`src/rtl/pipe_stage_reg_if.sv`:
```
// pipe_stage_reg_if: upstream/downstream bus and control of one pipeline-stage register
interface pipe_stage_reg_if #(
  parameter int WORD_W = 64,
  parameter int STAT_W = 3
);
  logic              stall;
  logic              bubble;
  logic              clr_err;
  logic [STAT_W-1:0] in_stat;
  logic [3:0]        in_icode;
  logic [3:0]        in_ifun;
  logic [3:0]        in_rA;
  logic [3:0]        in_rB;
  logic [WORD_W-1:0] in_valC;
  logic [WORD_W-1:0] in_valP;
  logic [STAT_W-1:0] out_stat;
  logic [3:0]        out_icode;
  logic [3:0]        out_ifun;
  logic [3:0]        out_rA;
  logic [3:0]        out_rB;
  logic [WORD_W-1:0] out_valC;
  logic [WORD_W-1:0] out_valP;
  logic              out_valid;
  logic              stall_err;
  modport master (
    output stall, bubble, clr_err, in_stat, in_icode, in_ifun, in_rA, in_rB, in_valC, in_valP,
    input  out_stat, out_icode, out_ifun, out_rA, out_rB, out_valC, out_valP, out_valid, stall_err
  );
  modport slave (
    input  stall, bubble, clr_err, in_stat, in_icode, in_ifun, in_rA, in_rB, in_valC, in_valP,
    output out_stat, out_icode, out_ifun, out_rA, out_rB, out_valC, out_valP, out_valid, stall_err
  );
endinterface

```
`src/rtl/pipe_stage_reg.sv`:
```
// pipe_stage_reg: Y86 stage register with load/stall/bubble, valid flag and stall watchdog; PERF_CNT_EN adds stall/bubble counters
module pipe_stage_reg #(
  parameter int                WORD_W      = 64,
  parameter int                STAT_W      = 3,
  parameter logic [3:0]        NOP_ICODE   = 4'h1,
  parameter logic [3:0]        RNONE       = 4'hF,
  parameter logic [STAT_W-1:0] BUB_STAT    = STAT_W'(1),
  parameter int                STALL_LIMIT = 16,
  parameter int                CNT_W       = 16
) (
  input logic             clk,
  input logic             rst_n,
  pipe_stage_reg_if.slave bus
`ifdef PERF_CNT_EN
  ,
  output logic [CNT_W-1:0] stall_cnt,
  output logic [CNT_W-1:0] bubble_cnt
`endif
);
  typedef struct packed {
    logic [STAT_W-1:0] stat;
    logic [3:0]        icode;
    logic [3:0]        ifun;
    logic [3:0]        ra;
    logic [3:0]        rb;
    logic [WORD_W-1:0] valc;
    logic [WORD_W-1:0] valp;
    logic              valid;
  } stage_t;
  typedef enum logic [1:0] {RUN, HOLD, ERR} state_t;
  localparam stage_t BUB = '{stat: BUB_STAT, icode: NOP_ICODE, ifun: 4'h0, ra: RNONE, rb: RNONE,
                             valc: '0, valp: '0, valid: 1'b0};
  stage_t pipe_q, pipe_d, in_w;
  state_t state_q, state_d;
  logic [CNT_W-1:0] rc_q, rc_d, rc_inc;
  logic hold_req;
  assign in_w = {bus.in_stat, bus.in_icode, bus.in_ifun, bus.in_rA, bus.in_rB, bus.in_valC, bus.in_valP, 1'b1};
  assign hold_req = bus.stall & ~bus.bubble;
  assign rc_inc = &rc_q ? rc_q : rc_q + 1'b1;
  // datapath next value: bubble beats stall beats load
  always_comb pipe_d = bus.bubble ? BUB : bus.stall ? pipe_q : in_w;
  // watchdog next state; ERR leaves only on clr_err and then behaves like RUN
  always_comb begin
    state_d = state_q;
    rc_d = rc_q;
    case (state_q)
      RUN: begin
        state_d = hold_req ? HOLD : RUN;
        rc_d = hold_req ? CNT_W'(1) : '0;
      end
      HOLD: begin
        state_d = !hold_req ? RUN : (rc_inc == CNT_W'(STALL_LIMIT)) ? ERR : HOLD;
        rc_d = hold_req ? rc_inc : '0;
      end
      ERR: if (bus.clr_err) begin
        state_d = hold_req ? HOLD : RUN;
        rc_d = hold_req ? CNT_W'(1) : '0;
      end
      default: begin
        state_d = RUN;
        rc_d = '0;
      end
    endcase
  end
  // stage contents and watchdog state
  always_ff @(posedge clk or negedge rst_n) begin
    if (!rst_n) begin
      pipe_q <= BUB;
      state_q <= RUN;
      rc_q <= '0;
    end else begin
      pipe_q <= pipe_d;
      state_q <= state_d;
      rc_q <= rc_d;
    end
  end
  assign bus.out_stat = pipe_q.stat;
  assign bus.out_icode = pipe_q.icode;
  assign bus.out_ifun = pipe_q.ifun;
  assign bus.out_rA = pipe_q.ra;
  assign bus.out_rB = pipe_q.rb;
  assign bus.out_valC = pipe_q.valc;
  assign bus.out_valP = pipe_q.valp;
  assign bus.out_valid = pipe_q.valid;
  assign bus.stall_err = state_q == ERR;
`ifdef PERF_CNT_EN
  logic [CNT_W-1:0] scnt_q, bcnt_q;
  // saturating event counters, cleared only by reset
  always_ff @(posedge clk or negedge rst_n) begin
    if (!rst_n) begin
      scnt_q <= '0;
      bcnt_q <= '0;
    end else begin
      scnt_q <= (hold_req && !(&scnt_q)) ? scnt_q + 1'b1 : scnt_q;
      bcnt_q <= (bus.bubble && !(&bcnt_q)) ? bcnt_q + 1'b1 : bcnt_q;
    end
  end
  assign stall_cnt = scnt_q;
  assign bubble_cnt = bcnt_q;
`endif
endmodule

```
`src/flat_wrapper.sv`:
```
// flat-port wrapper written by rule: the top's interface ports become plain ports
module pipe_stage_reg_flat 
#(
  parameter int                WORD_W      = 64,
  parameter int                STAT_W      = 3,
  parameter logic [3:0]        NOP_ICODE   = 4'h1,
  parameter logic [3:0]        RNONE       = 4'hF,
  parameter logic [STAT_W-1:0] BUB_STAT    = STAT_W'(1),
  parameter int                STALL_LIMIT = 16,
  parameter int                CNT_W       = 16
)
  (clk, rst_n, bus_stall, bus_bubble, bus_clr_err, bus_in_stat, bus_in_icode, bus_in_ifun, bus_in_rA, bus_in_rB, bus_in_valC, bus_in_valP, bus_out_stat, bus_out_icode, bus_out_ifun, bus_out_rA, bus_out_rB, bus_out_valC, bus_out_valP, bus_out_valid, bus_stall_err);
  pipe_stage_reg_if #(.WORD_W(WORD_W), .STAT_W(STAT_W)) bus_i ();
  input logic clk;
  input logic rst_n;
  input wire logic [$bits(bus_i.stall)-1:0] bus_stall;
  input wire logic [$bits(bus_i.bubble)-1:0] bus_bubble;
  input wire logic [$bits(bus_i.clr_err)-1:0] bus_clr_err;
  input wire logic [$bits(bus_i.in_stat)-1:0] bus_in_stat;
  input wire logic [$bits(bus_i.in_icode)-1:0] bus_in_icode;
  input wire logic [$bits(bus_i.in_ifun)-1:0] bus_in_ifun;
  input wire logic [$bits(bus_i.in_rA)-1:0] bus_in_rA;
  input wire logic [$bits(bus_i.in_rB)-1:0] bus_in_rB;
  input wire logic [$bits(bus_i.in_valC)-1:0] bus_in_valC;
  input wire logic [$bits(bus_i.in_valP)-1:0] bus_in_valP;
  output wire logic [$bits(bus_i.out_stat)-1:0] bus_out_stat;
  output wire logic [$bits(bus_i.out_icode)-1:0] bus_out_icode;
  output wire logic [$bits(bus_i.out_ifun)-1:0] bus_out_ifun;
  output wire logic [$bits(bus_i.out_rA)-1:0] bus_out_rA;
  output wire logic [$bits(bus_i.out_rB)-1:0] bus_out_rB;
  output wire logic [$bits(bus_i.out_valC)-1:0] bus_out_valC;
  output wire logic [$bits(bus_i.out_valP)-1:0] bus_out_valP;
  output wire logic [$bits(bus_i.out_valid)-1:0] bus_out_valid;
  output wire logic [$bits(bus_i.stall_err)-1:0] bus_stall_err;
  assign bus_i.stall = bus_stall;
  assign bus_i.bubble = bus_bubble;
  assign bus_i.clr_err = bus_clr_err;
  assign bus_i.in_stat = bus_in_stat;
  assign bus_i.in_icode = bus_in_icode;
  assign bus_i.in_ifun = bus_in_ifun;
  assign bus_i.in_rA = bus_in_rA;
  assign bus_i.in_rB = bus_in_rB;
  assign bus_i.in_valC = bus_in_valC;
  assign bus_i.in_valP = bus_in_valP;
  assign bus_out_stat = bus_i.out_stat;
  assign bus_out_icode = bus_i.out_icode;
  assign bus_out_ifun = bus_i.out_ifun;
  assign bus_out_rA = bus_i.out_rA;
  assign bus_out_rB = bus_i.out_rB;
  assign bus_out_valC = bus_i.out_valC;
  assign bus_out_valP = bus_i.out_valP;
  assign bus_out_valid = bus_i.out_valid;
  assign bus_stall_err = bus_i.stall_err;
  pipe_stage_reg #(.WORD_W(WORD_W), .STAT_W(STAT_W), .NOP_ICODE(NOP_ICODE), .RNONE(RNONE), .BUB_STAT(BUB_STAT), .STALL_LIMIT(STALL_LIMIT), .CNT_W(CNT_W)) u_core (.clk(clk), .rst_n(rst_n), .bus(bus_i));
endmodule
```
`config.mk`:
```
export PLATFORM = sky130hd
export DESIGN_NAME = pipe_stage_reg_flat
export DESIGN_NICKNAME = d
export VERILOG_FILES = /design/src/rtl/pipe_stage_reg_if.sv /design/src/rtl/pipe_stage_reg.sv /design/src/flat_wrapper.sv
export SDC_FILE = /design/constraint.sdc
export NUM_CORES = 1
export LEC_CHECK = 0
export BUFFER_PORTS_ARGS = -buffer_cell sky130_fd_sc_hd__buf_4
export CORE_UTILIZATION = 48
export DETAILED_ROUTE_END_ITERATION = 7
export GPL_TIMING_DRIVEN = 0
export PLACE_DENSITY = 0.91
export SYNTH_ARGS = -nofsm -noshare
export SYNTH_HDL_FRONTEND = slang
export SYNTH_SLANG_ARGS = --single-unit
```
`constraint.sdc`:
```
create_clock -name clk -period 2.3 [get_ports clk]
set_clock_uncertainty 0.2 [all_clocks]
set_input_delay 0 -clock clk [delete_from_list [all_inputs] [get_ports clk]]
set_output_delay 0 -clock clk [all_outputs]
set_load 0.02 [all_outputs]
```
# After elaboration in Yosys (flattened, before gate mapping)

Cells that the tools add are included.

Register bits: 166
Latch bits: 0
RAM bits: 0
Bits in read-only memories: 0
Input bits: 152
Output and inout bits: 149
Word-level logic and storage cells: 32
Memories: 0

$add $sub $neg: 1
$mul: 0
Div/mod/pow operators: 0
Order comparisons: 0
Equality and inequality tests: 5
Shifts and indexed selects: 0
Mux-type cells: 12
Bitwise operators: 2
Reductions and logical operators: 2

Operators by type and width:

| operator                                                          | number |
|---|---|
| 148-bit two-way mux                                               | 2 |
| 16-bit two-way mux                                                | 3 |
| 16-bit case mux with 3 select lines                               | 1 |
| 16-bit by 1-bit adder with 16-bit output (second input constant)  | 1 |
| 16-bit by 5-bit == test with 1-bit output (second input constant) | 1 |
| 16-bit AND reduction                                              | 1 |
| 2-bit two-way mux                                                 | 3 |
| 2-bit case mux with 3 select lines                                | 1 |
| 2-bit by 1-bit == test with 1-bit output (second input constant)  | 1 |
| 2-bit == test (second input constant)                             | 1 |
| 2-bit logical NOT                                                 | 1 |
| 1-bit two-way mux                                                 | 2 |
| 2-bit by 1-bit != test with 1-bit output (second input constant)  | 1 |
| 2-bit != test (second input constant)                             | 1 |
| 1-bit bitwise AND                                                 | 1 |
| 1-bit NOT                                                         | 1 |

# Longest topological paths before layout

Gate-level depths: netlist of run 1.

Word-level depth: 6
Depth in mapped cells: 8
Depth with buffers taken out: 7

# Least setup slack after synthesis of run 1

OpenSTA, ideal clock, no wires.

Path kind: register to register
From: register u_core.rc_q[0]
To: register u_core.state_q[1]
Library setup time: 0.120 ns
Arrival time: 1.820 ns
Data required time: 1.980 ns
Path slack: 0.161 ns
Stages on the path, launching flop included: 8
Buffers on the path: 0
Clock period less this slack: 2.139 ns
Path through: dfrtp_1 -> ha_1 -> nand3_1 -> nor4_4 -> nor3_2 -> o211ai_2 -> nor3_1 -> a31o_1

Word-level cells in the longest chain between the ends: 6
Elaborated cells on any way between the ends: 7
Classes of those cells: 1 x add/sub; 1 x eq/ne; 4 x mux; 1 x reduce/logical

Ends and longest elaborated chain:

| what                                                                             | RTL line             | source |
|---|---|---|
| start, declared                                                                  | pipe_stage_reg.sv:35 | `logic [CNT_W-1:0] rc_q, rc_d, rc_inc;` |
| start signal, assigned                                                           | pipe_stage_reg.sv:74 | `rc_q <= rc_d;` |
| 16-bit by 1-bit adder with 16-bit output or 16-bit AND reduction (tied branches) | pipe_stage_reg.sv:39 | `assign rc_inc = &rc_q ? rc_q : rc_q + 1'b1;` |
| 16-bit two-way mux (*)                                                           | pipe_stage_reg.sv:39 |  |
| 16-bit by 5-bit == test with 1-bit output (*)                                    | pipe_stage_reg.sv:52 | `state_d = !hold_req ? RUN : (rc_inc == CNT_W'(STALL_LIMIT)) ? ERR : HOLD;` |
| 2-bit two-way mux (*) (2 in a row)                                               | pipe_stage_reg.sv:52 |  |
| 2-bit case mux with 3 select lines (*)                                           | pipe_stage_reg.sv:46 | `case (state_q)` |
| end signal, assigned                                                             | pipe_stage_reg.sv:73 | `state_q <= state_d;` |
| end, declared                                                                    | pipe_stage_reg.sv:34 | `state_t state_q, state_d;` |

Mark *: on every way between the ends. The rest lies on a longest branch, timed or not.
A chain may end at the register's enable or synchronous reset.

# Worst setup path in the final report of run 1

From: register u_core.rc_q[2]
To: register u_core.state_q[1]

The elaborated chain is that of the path after synthesis.

==> impl_metrics.csv, run 1 <==
group,metric,value,unit
cts,path_clk_slew,0.07,ns
placement,dp_cells,1112,
critical_path,reg2reg_slack,0.09,ns
global_routing,overflow,0,
sta,setup_viol_count_final,0,
sta,setup_tns,0,ns
sta,finalCritPeriodShare,96.2,%
placement,portBuffers,298,
critical_path,critPathKind,"register to register",
synth,synth-edff-count,0,
cts,clock_path_buffers,2,
placement,detailed_place_hpwl,14.9,mm
layout,num-fill-cells,726,
cts,numCtsBuffers,17,
pwr,irDropWorstVdd,0.495,mV
route,routed_wl,27.1,mm
layout,finalNetCount,1273,
placement,place_congestion,0.865,
critical_path,cp_max_fo,8,
floorplanning,die_x,125,microns
floorplanning,die_h,125,microns
synth,synthFlopType,"dfrtp_1",
cts,clock-sinks,166,
synth,ys_seq_area_share,57.8,%
route,via_per_inst,5.49,
global_routing,grt_max_degree,91,
layout,final_cells,1321,
floorplanning,num_rows,44,
cts,h-tree-depth,4,
job,cap_violations,0,
layout,multi_input_area,2840,sq um
route,firstDrtPassIters,5,
synth,postSynth.asyncResetShare,100,%
synth,syn_inst,629,
global_routing,grt_antenna_before_repair,4,
route,drt-initial-drc-count,550,
route,drc,0,
floorplanning,core_area,14600,sq um
critical_path,worst_setup_path_start_kind,"register",
route,wl_per_cell,20.5,microns
global_routing,grt_pass1_wl,42.6,mm
layout,syn_to_final_growth,67.7,%
synth,synth_fp_nets,782,
sta,drv_slew,0,
synth,netlist_area,7210,sq um
pwr,power.density,631,nW/um^2
global_routing,grt_pass1_vias,8001,
sta,hold_viol,0,
layout,layout-drive-gt1-share,33.5,%
critical_path,crit_arrival,2.37,ns
run_status,status,"completed",
critical_path,end_kind,"register",
sta,max_slew_margin,55.0,%
synth,ys_ff_latch,166,
worst_hold_path,hold_path_class,"input port to register",
synth,synth-warning-count,0,
route,ant_nets,0,
floorplanning,start_util,49.4,%
cts,cts_tree,"done",
sta,timing.fmax,0.452,GHz
pwr,p_leak,6.24,nW
critical_path,required,2.45,ns
synth,synth.avg_cell_area,11.5,sq um
sta,finalCriticalPeriod,2.21,ns
cts,root_buffer,"clkbuf_16",
sta,rsz0062_at_grt,"false",
cts,clock_latency,0.42,ns
floorplanning,die-area,15500,sq um
global_routing,grt_util_all_layers,35.7,%
route,via_count,7249,
floorplanning,io_pins,301,
synth,synthDistinctLibCells,50,
layout,seqCellArea,4170,sq um
pwr,finalPower,7.63,mW
sta,tightestPinTransition,0.675,ns
==> worst max-delay path: stages (launching register included) <==
cell      delay [ns]
dfrtp_1         0.33
clkbuf_2        0.20
nand4_1         0.27
nor4_1          0.34
xnor2_1         0.23
o211ai_2        0.13
nor3_1          0.24
a31o_1          0.20
==> routing by layer <==
metal | wire length (microns) | track usage, % | up-vias
li1 | - | - | 3137
met1 | 9710 | 39.1 | 3564
met2 | 14100 | 63.0 | 427
met3 | 1830 | 7.65 | 121
met4 | 1460 | 21.9 | 0
met5 | 0 | 0 | -
==> flip-flops by register name, summed over array words and instances (netlist names), 3 cells and up <==
signal and cells:
u_core.bus.out_icode 4, u_core.bus.out_ifun 4, u_core.bus.out_rA 4, u_core.bus.out_rB 4, u_core.bus.out_stat 3, u_core.bus.out_valC 64
u_core.bus.out_valP 64, u_core.rc_q 16
==> final cells by class <==
class                   instances  share of cell area [%]
well taps                     184                    1.90
multi-input cells             415                    23.5
inverters                       4                   0.124
repair buffers                472                    33.0
flip-flops and latches        166                    34.5
clock inverters                10                    1.18
clock buffers                  22                    3.92
diodes                          4                  0.0828
plain buffers                  44                    1.78
==> report_power, final <==
| part | switching (mW) | internal (mW) |
|---|---|---|
| Sequential | 0.113 | 3.08 |
| Combinational | 0.697 | 0.711 |
| Clock | 1.22 | 1.81 |
| Total | 2.03 | 5.60 |
==> kinds of logic (layout without fill, tap and decap cells) <==
| logic type | after synthesis | after routing | synth area share [%] |
|---|---|---|---|
| buf+inv | 48 | 552 | 3.18 |
| other cells | 0 | 4 | 0 |
| mux | 137 | 137 | 19.0 |
| fa+ha+maj | 1 | 1 | 0.173 |
| flops | 166 | 166 | 57.8 |
| xor+xnor | 4 | 4 | 0.486 |
| compound gates | 64 | 64 | 6.07 |
| simple gates | 209 | 209 | 13.3 |
==> path summary, 6_finish.rpt <==
| path | startpoint | end | cells past startpoint |
|---|---|---|---|
| setup / recovery | u_core.rc_q[2] | u_core.state_q[1] | 7 |
| hold / removal | bus_stall | u_core.rc_q[0] | 5 |
| setup reg to reg | u_core.rc_q[2] | u_core.state_q[1] | 7 |
| hold reg to reg | u_core.bus.out_valid | u_core.bus.out_valid | 2 |
| max in group asynchronous | rst_n | u_core.bus.out_valC[11] | 4 |
| min in group asynchronous | rst_n | u_core.bus.out_valC[4] | 3 |
==> repair_timing <==
item	4_1_cts	5_1_grt
setup buffers	4	0
endpoints found under the hold margin	321	0
endpoints found under the setup margin	9	10
pin swaps	2	2
resized for setup	4	3
hold buffers	169	0
==> layout by cell type (no fill, tap or decap), types with 12 or more instances in the layout <==
cell type	n
nor2b_1	14
clkbuf_1	24
dfrtp_1	154
dlygate4sd3_1	169
buf_4	304
nand2_1	13
a21oi_1	12
nor2_1	148
buf_2	13
clkbuf_16	17
mux2i_1	137
o21ai_0	18
==> per-stage QoR <==
stage	utilization [%]	setup WS, ns	cell area (sq um)	hold slack [ns]
floorplan	-	0.161	7210	-0.496
CTS	82.7	0.0387	12100	0.00359
finish	82.9	0.0871	12100	0.0384
global route	82.9	0.00169	12100	0.0858
global placement	66.3	-0.185	9680	0.0358
detailed placement	66.6	-0.207	9710	-0.192
==> Yosys cell counts, types with 3 or more instances <==
cell type / count / area (sq um)
dfrtp_1: 156 / 3900
nor2_1: 148 / 556
mux2i_1: 137 / 1370
clkbuf_1: 22 / 82.6
o21ai_0: 18 / 90.1
nor2b_1: 14 / 87.6
buf_2: 13 / 65.1
nand2_1: 13 / 48.8
a21oi_1: 12 / 60.1
a211o_1: 10 / 87.6
dfstp_2: 10 / 263
nor3_1: 7 / 35.0
nand3_1: 6 / 30.0
a31oi_1: 5 / 31.3
inv_1: 4 / 15.0
buf_1: 3 / 11.3
buf_4: 3 / 22.5
nand2b_1: 3 / 18.8
nor3_2: 3 / 30.0
o21a_1: 3 / 22.5
xnor2_1: 3 / 26.3
No activity file was read; power rests on OpenSTA's default activity.
==> inputs of run 2 (changes only) <==
--- a/config.mk
+++ b/config.mk
@@ -6,10 +6,12 @@
 export NUM_CORES = 1
 export LEC_CHECK = 0
 export BUFFER_PORTS_ARGS = -buffer_cell sky130_fd_sc_hd__buf_4
+export CORE_MARGIN = 5
 export CORE_UTILIZATION = 48
 export DETAILED_ROUTE_END_ITERATION = 7
 export GPL_TIMING_DRIVEN = 0
 export PLACE_DENSITY = 0.91
+export RECOVER_POWER = 50
 export SYNTH_ARGS = -nofsm -noshare
 export SYNTH_HDL_FRONTEND = slang
 export SYNTH_SLANG_ARGS = --single-unit
==> run 2 against run 1 <==
  * Worst hold slack got worse by 0.013 ns
  * Highest routed layer unchanged
  * Via count down 0.26%
  * Count of clock-buffer cells in the layout fell by 5
  * Combinational power down 9%
  * Core utilization fell by 4.5 points
  * Wire length grew 6.1%
  * Fmax is 0.48% lower
  * First-iteration DRC count grew 15%
  * Sequential share of layout area up 1.9 points
==> impl_metrics.csv, run 2 (synthesis results as in run 1) <==
group,metric,value,unit
sta,setup_viol_count_final,0,
critical_path,worst_setup_path_start_kind,"input port",
placement,portBuffers,298,
sta,max_slew_margin,47.9,%
route,drc,0,
cts,path_clk_slew,0.06,ns
cts,h-tree-depth,4,
global_routing,grt_max_degree,93,
cts,cts_tree,"done",
sta,drv_slew,0,
critical_path,crit_end,"u_core.bus.out_icode[3]",
job,cap_violations,0,
critical_path,crit_arrival,2.32,ns
cts,numCtsBuffers,17,
critical_path,path_cells,"clkbuf_1 > clkbuf_1 > buf_2 > mux2i_1 > nor2_1 > dlygate4sd3_1",
sta,finalCriticalPeriod,2.22,ns
placement,dp_cells,1112,
run_status,status,"completed",
sta,whs,0.0254,ns
floorplanning,core_area,14600,sq um
sta,timing.fmax,0.450,GHz
route,drt-initial-drc-count,631,
route,routed_wl,28.8,mm
floorplanning,die_x,133,microns
floorplanning,die-area,17600,sq um
route,via_count,7230,
cts,clock-sinks,166,
global_routing,grt_util_all_layers,32.5,%
critical_path,worst_r2r_path_depth,7,
pwr,power.density,650,nW/um^2
critical_path,reg2reg_from,"u_core.rc_q[0]",
critical_path,rr_endpoint,"u_core.state_q[0]",
layout,final_cells,1312,
layout,layout-drive-gt1-share,19.9,%
layout,syn_to_final_growth,59.1,%
layout,final_common_cell,"clkbuf_1",
placement,detailed_place_hpwl,16.3,mm
layout,multi_input_area,2860,sq um
cts,root_buffer,"clkbuf_16",
placement,place_congestion,0.865,
sta,rsz0062_at_grt,"false",
sta,finalCritPeriodShare,96.7,%
floorplanning,io_pins,301,
layout,antenna_cells,0,
pwr,finalPower,7.46,mW
critical_path,end_kind,"register",
floorplanning,num_rows,44,
floorplanning,die_h,133,microns
critical_path,slowest_delay,0.58,ns
layout,mostFrequentLayoutCells,"179 x clkbuf_1, 165 x dlygate4sd3_1, 156 x buf_4",
sta,hold_viol,0,
critical_path,critPathLaunch,"bus_stall",
route,via_per_inst,5.51,
pwr,irDropWorstVdd,0.555,mV
route,wl_per_cell,21.9,microns
global_routing,grt_antenna_before_repair,0,
worst_hold_path,hold_path_class,"input port to register",
critical_path,critPathKind,"input port to register",
global_routing,overflow,0,
global_routing,grt_pass1_vias,7971,
critical_path,critPathSlowestCell,"dlygate4sd3_1",
sta,tightestPinTransition,0.782,ns
pwr,p_leak,5.61,nW
route,ant_nets,0,
layout,num-fill-cells,954,
critical_path,crit_path_frequent_cell,"clkbuf_1",
layout,finalNetCount,1269,
layout,seqCellArea,4170,sq um
route,firstDrtPassIters,6,
critical_path,required,2.39,ns
global_routing,grt_pass1_wl,44.8,mm
cts,clock_path_buffers,2,
critical_path,cp_max_fo,10,
critical_path,reg2reg_slack,0.12,ns
cts,clock_latency,0.42,ns
floorplanning,start_util,49.2,%
run 2: how the worst min path moves through the flow:
| stage | endpoint | depth (start not counted) | slack (ns) | startpoint |
|---|---|---|---|---|
| after floorplan | u_core.bus.out_icode[1] | 0 | -0.50 | rst_n |
| after global placement | u_core.bus.out_valP[22] | 3 | 0.04 | bus_in_valP[22] |
| after detailed placement | u_core.bus.out_icode[1] | 1 | -0.19 | rst_n |
| after CTS | u_core.bus.out_valP[56] | 3 | 0.0005 | bus_bubble |
| after global routing | u_core.bus.out_valP[53] | 3 | 0.05 | bus_bubble |
| final | u_core.bus.out_valP[53] | 3 | 0.03 | bus_bubble |
run 2: metal layers:
layer / vias up / part of all wire (%) / track usage, %
li1: 3128 / - / -
met1: 3553 / 35 / 35.7
met2: 431 / 52 / 57.8
met3: 118 / 7.8 / 9.30
met4: 0 / 4.9 / 15.4
met5: - / 0 / 0
run 2: what timing repair did:
action | 4_1_cts | 5_1_grt
pin swaps | 1 | 1
hold endpoints to repair | 319 | 0
setup buffers | 2 | 2
setup endpoints to repair | 8 | 14
resized for setup | 2 | 7
hold buffers | 165 | 0
run 2: stage by stage:
| stage | TNS, ns | utilization (%) | instance area, sq um | setup WS [ns] |
|---|---|---|---|---|
| after detailed placement | -0.563 | 66.3 | 9710 | -0.198 |
| after floorplan | 0 | - | 7210 | 0.161 |
| final | 0 | 78.3 | 11500 | 0.0764 |
| after global routing | 0 | 78.3 | 11500 | 0.0262 |
| after CTS | 0 | 81.9 | 12000 | 0.0198 |
| after global placement | -0.477 | 66.1 | 9680 | -0.177 |
run 2: critical path, delay by kind of cell:
kind | cells | cell delay, ns
buffers and inverters | 4 | 1.87
multiplexers | 1 | 0.34
AND/OR/NAND/NOR | 1 | 0.09
run 2: area by class of cell:
class / instances / share of cell area, %
sequential: 166 / 36.3
timing repair buffer: 468 / 29.6
inverter: 4 / 0.131
buffer: 44 / 1.78
clock inverter: 14 / 1.53
multi-input combinational: 415 / 24.9
tap: 184 / 2.01
clock buffer: 17 / 3.71
run 2: where the power goes:
group	switching [mW]	leakage, nW	internal, mW
combinational	0.707	3.13	0.582
sequential	0.110	2.18	3.08
clock	1.26	0.292	1.72
==> inputs of run 3 (changes only) <==
--- a/config.mk
+++ b/config.mk
@@ -5,12 +5,12 @@
 export SDC_FILE = /design/constraint.sdc
 export NUM_CORES = 1
 export LEC_CHECK = 0
-export BUFFER_PORTS_ARGS = -buffer_cell sky130_fd_sc_hd__buf_4
 export CORE_MARGIN = 5
-export CORE_UTILIZATION = 48
+export CORE_UTILIZATION = 55
 export DETAILED_ROUTE_END_ITERATION = 7
+export DONT_BUFFER_PORTS = 1
 export GPL_TIMING_DRIVEN = 0
-export PLACE_DENSITY = 0.91
+export PLACE_DENSITY = 0.81
 export RECOVER_POWER = 50
 export SYNTH_ARGS = -nofsm -noshare
 export SYNTH_HDL_FRONTEND = slang
==> constraint.sdc (replaced) <==
create_clock -name clk -period 2.6 [get_ports clk]
set_clock_uncertainty 0.2 [all_clocks]
set_input_delay 0 -clock clk [delete_from_list [all_inputs] [get_ports clk]]
set_output_delay 0 -clock clk [all_outputs]
set_load 0.02 [all_outputs]
==> run 3 against run 2 <==
  * Highest routed layer is now met5
  * Clock power decreased by 9.7%
  * Wire length shrank 15%
  * Power decreased by 15%
  * Largest power group unchanged
  * Design area down 16%
  * The run now ends with hold timing left
==> impl_metrics.csv, run 3 (synthesis results as in run 1) <==
group,metric,value,unit
layout,syn_to_final_growth,34.4,%
route,routed_wl,24.6,mm
pwr,power.density,651,nW/um^2
global_routing,grt_antenna_before_repair,2,
sta,max_slew_margin,45.5,%
global_routing,grt_pass1_vias,6412,
placement,place_congestion,0.906,
placement,portBuffers,0,
critical_path,worst_setup_path_start_kind,"register",
route,met1Wirelength,8.27,mm
critical_path,cp_max_fo,7,
sta,hold_viol,166,
sta,setup_tns,0,ns
layout,mostFrequentLayoutCells,"160 x dlygate4sd3_1, 156 x dfrtp_1, 148 x nor2_1",
layout,final_cells,997,
floorplanning,die_x,125,microns
placement,detailed_place_hpwl,14.6,mm
sta,rsz0062_at_grt,"false",
cts,cts_tree,"done",
cts,root_buffer,"clkbuf_16",
cts,clock-sinks,166,
cts,numCtsBuffers,17,
critical_path,crit_arrival,2.52,ns
sta,drv_slew,0,
route,wl_met3,1.87,mm
critical_path,path_delay_family,"simple AND/OR/NAND/NOR gates",
critical_path,end_kind,"register",
route,wl_per_cell,24.7,microns
critical_path,path_cells,"ha_1 > nand3_2 > or3_4 > nor3_2 > a21oi_1 > a211oi_2 > a31oi_1",
route,via_per_inst,6.03,
run_status,status,"complete, but fails checks",
route,wl_met2,13.0,mm
layout,layout-drive-gt1-share,8.50,%
pwr,p_leak,4.68,nW
critical_path,reg2reg_slack,0.17,ns
global_routing,overflow,0,
cts,clock_path_buffers,2,
floorplanning,die-area,15500,sq um
floorplanning,core_area,12700,sq um
floorplanning,start_util,56.7,%
critical_path,slowest_delay,0.45,ns
global_routing,grt_max_degree,167,
route,firstDrtPassIters,7,
critical_path,critPathSlowestCell,"dfrtp_1",
sta,setup_viol_count_final,0,
route,drc,0,
sta,timing.fmax,0.411,GHz
floorplanning,num_rows,41,
cts,h-tree-depth,4,
layout,fin_util,76.2,%
route,top_layer,"met5",
sta,finalCritPeriodShare,93.6,%
layout,final_common_cell,"dlygate4sd3_1",
critical_path,critPathKind,"register to register",
run_status,violations,"hold timing",
layout,num-fill-cells,755,
cts,clock_latency,0.43,ns
job,cap_violations,0,
floorplanning,die_h,125,microns
layout,finalNetCount,964,
critical_path,path_buf_inv,0,
cts,cts_hold_buf,160,
route,via_count,6013,
global_routing,grt_pass1_wl,37.9,mm
worst_hold_path,hold_path_class,"input port to asynchronous set/reset pin",
pwr,irDropWorstVdd,0.477,mV
placement,dp_cells,801,
global_routing,grt_util_all_layers,31.6,%
sta,finalCriticalPeriod,2.43,ns
route,drt-initial-drc-count,516,
critical_path,required,2.69,ns
sta,whs,-0.941,ns
floorplanning,io_pins,301,
route,ant_nets,0,
sta,tightestPinTransition,0.817,ns
cts,path_clk_slew,0.06,ns
## run 3: cell types whose count changed in the layout (fill, tap and decap cells not counted), moves of 3 or more
cell           previous run  this run
dfstp_2                  10         3
dfstp_1                   0         7
buf_4                   156         6
dlygate4sd3_1           165       160
clkbuf_8                  2         5
buf_2                     4        12
clkbuf_1                179        23
## run 3: report_power, final
group	leakage (nW)	switching (mW)	internal [mW]
Combinational	2.19	0.274	0.315
Sequential	2.18	0.307	2.72
Clock	0.309	1.09	1.61
## run 3: worst paths after layout
check / start / to / depth (start not counted)
max: u_core.rc_q[0] / u_core.state_q[0] / 7
min: rst_n / u_core.bus.out_valC[18] / 0
max reg2reg: u_core.rc_q[0] / u_core.state_q[0] / 7
min reg2reg: u_core.state_q[0] / u_core.state_q[0] / 1
max in group asynchronous: rst_n / u_core.bus.out_rA[0] / 0
min in group clk: bus_bubble / u_core.bus.out_valP[57] / 3
## run 3: layout make-up
type | instances | area, sq um | share of cell area (%)
multi-input combinational | 415 | 2820 | 29.1
antenna | 1 | 2.50 | 0.0258
clock inverter | 12 | 166 | 1.72
timing repair buffer | 163 | 1620 | 16.8
inverter | 4 | 15.0 | 0.155
clock buffer | 20 | 467 | 4.82
sequential | 166 | 4170 | 43.0
buffer | 44 | 213 | 2.20
tap | 172 | 215 | 2.22
## run 3: layer usage
| layer | track usage, % | up-vias |
|---|---|---|
| met1 | 34.1 | 3003 |
| met5 | 0 | - |
| met2 | 55.6 | 385 |
| met3 | 9.61 | 105 |
| li1 | - | 2518 |
| met4 | 16.7 | 2 |
## run 3: worst register-to-register path: cells and delay by family, from the launching register on
kind	cells	cell delay [ns]
compound gates	3	0.52
simple gates	3	0.81
flops	1	0.45
fa+ha+maj	1	0.33
## run 3: through the flow
step	power [mW]	hold WS, ns	setup WS, ns	cell area (sq um)
after floorplan	3.29	-0.496	0.461	7210
after global placement	3.39	-0.491	0.0789	7430
after detailed placement	3.41	-0.489	0.0553	7430
after CTS	6.27	-0.944	0.0153	9660
after global routing	6.49	-0.954	0.0206	9690
final	6.31	-0.941	0.167	9690
## run 3: what timing repair did
| action | 4_1_cts | 5_1_grt |
|---|---|---|
| setup buffers | 0 | 3 |
| gates resized for setup | 0 | 1 |
| hold endpoints to repair | 325 | 166 |
| endpoints found under the setup margin | 0 | 7 |
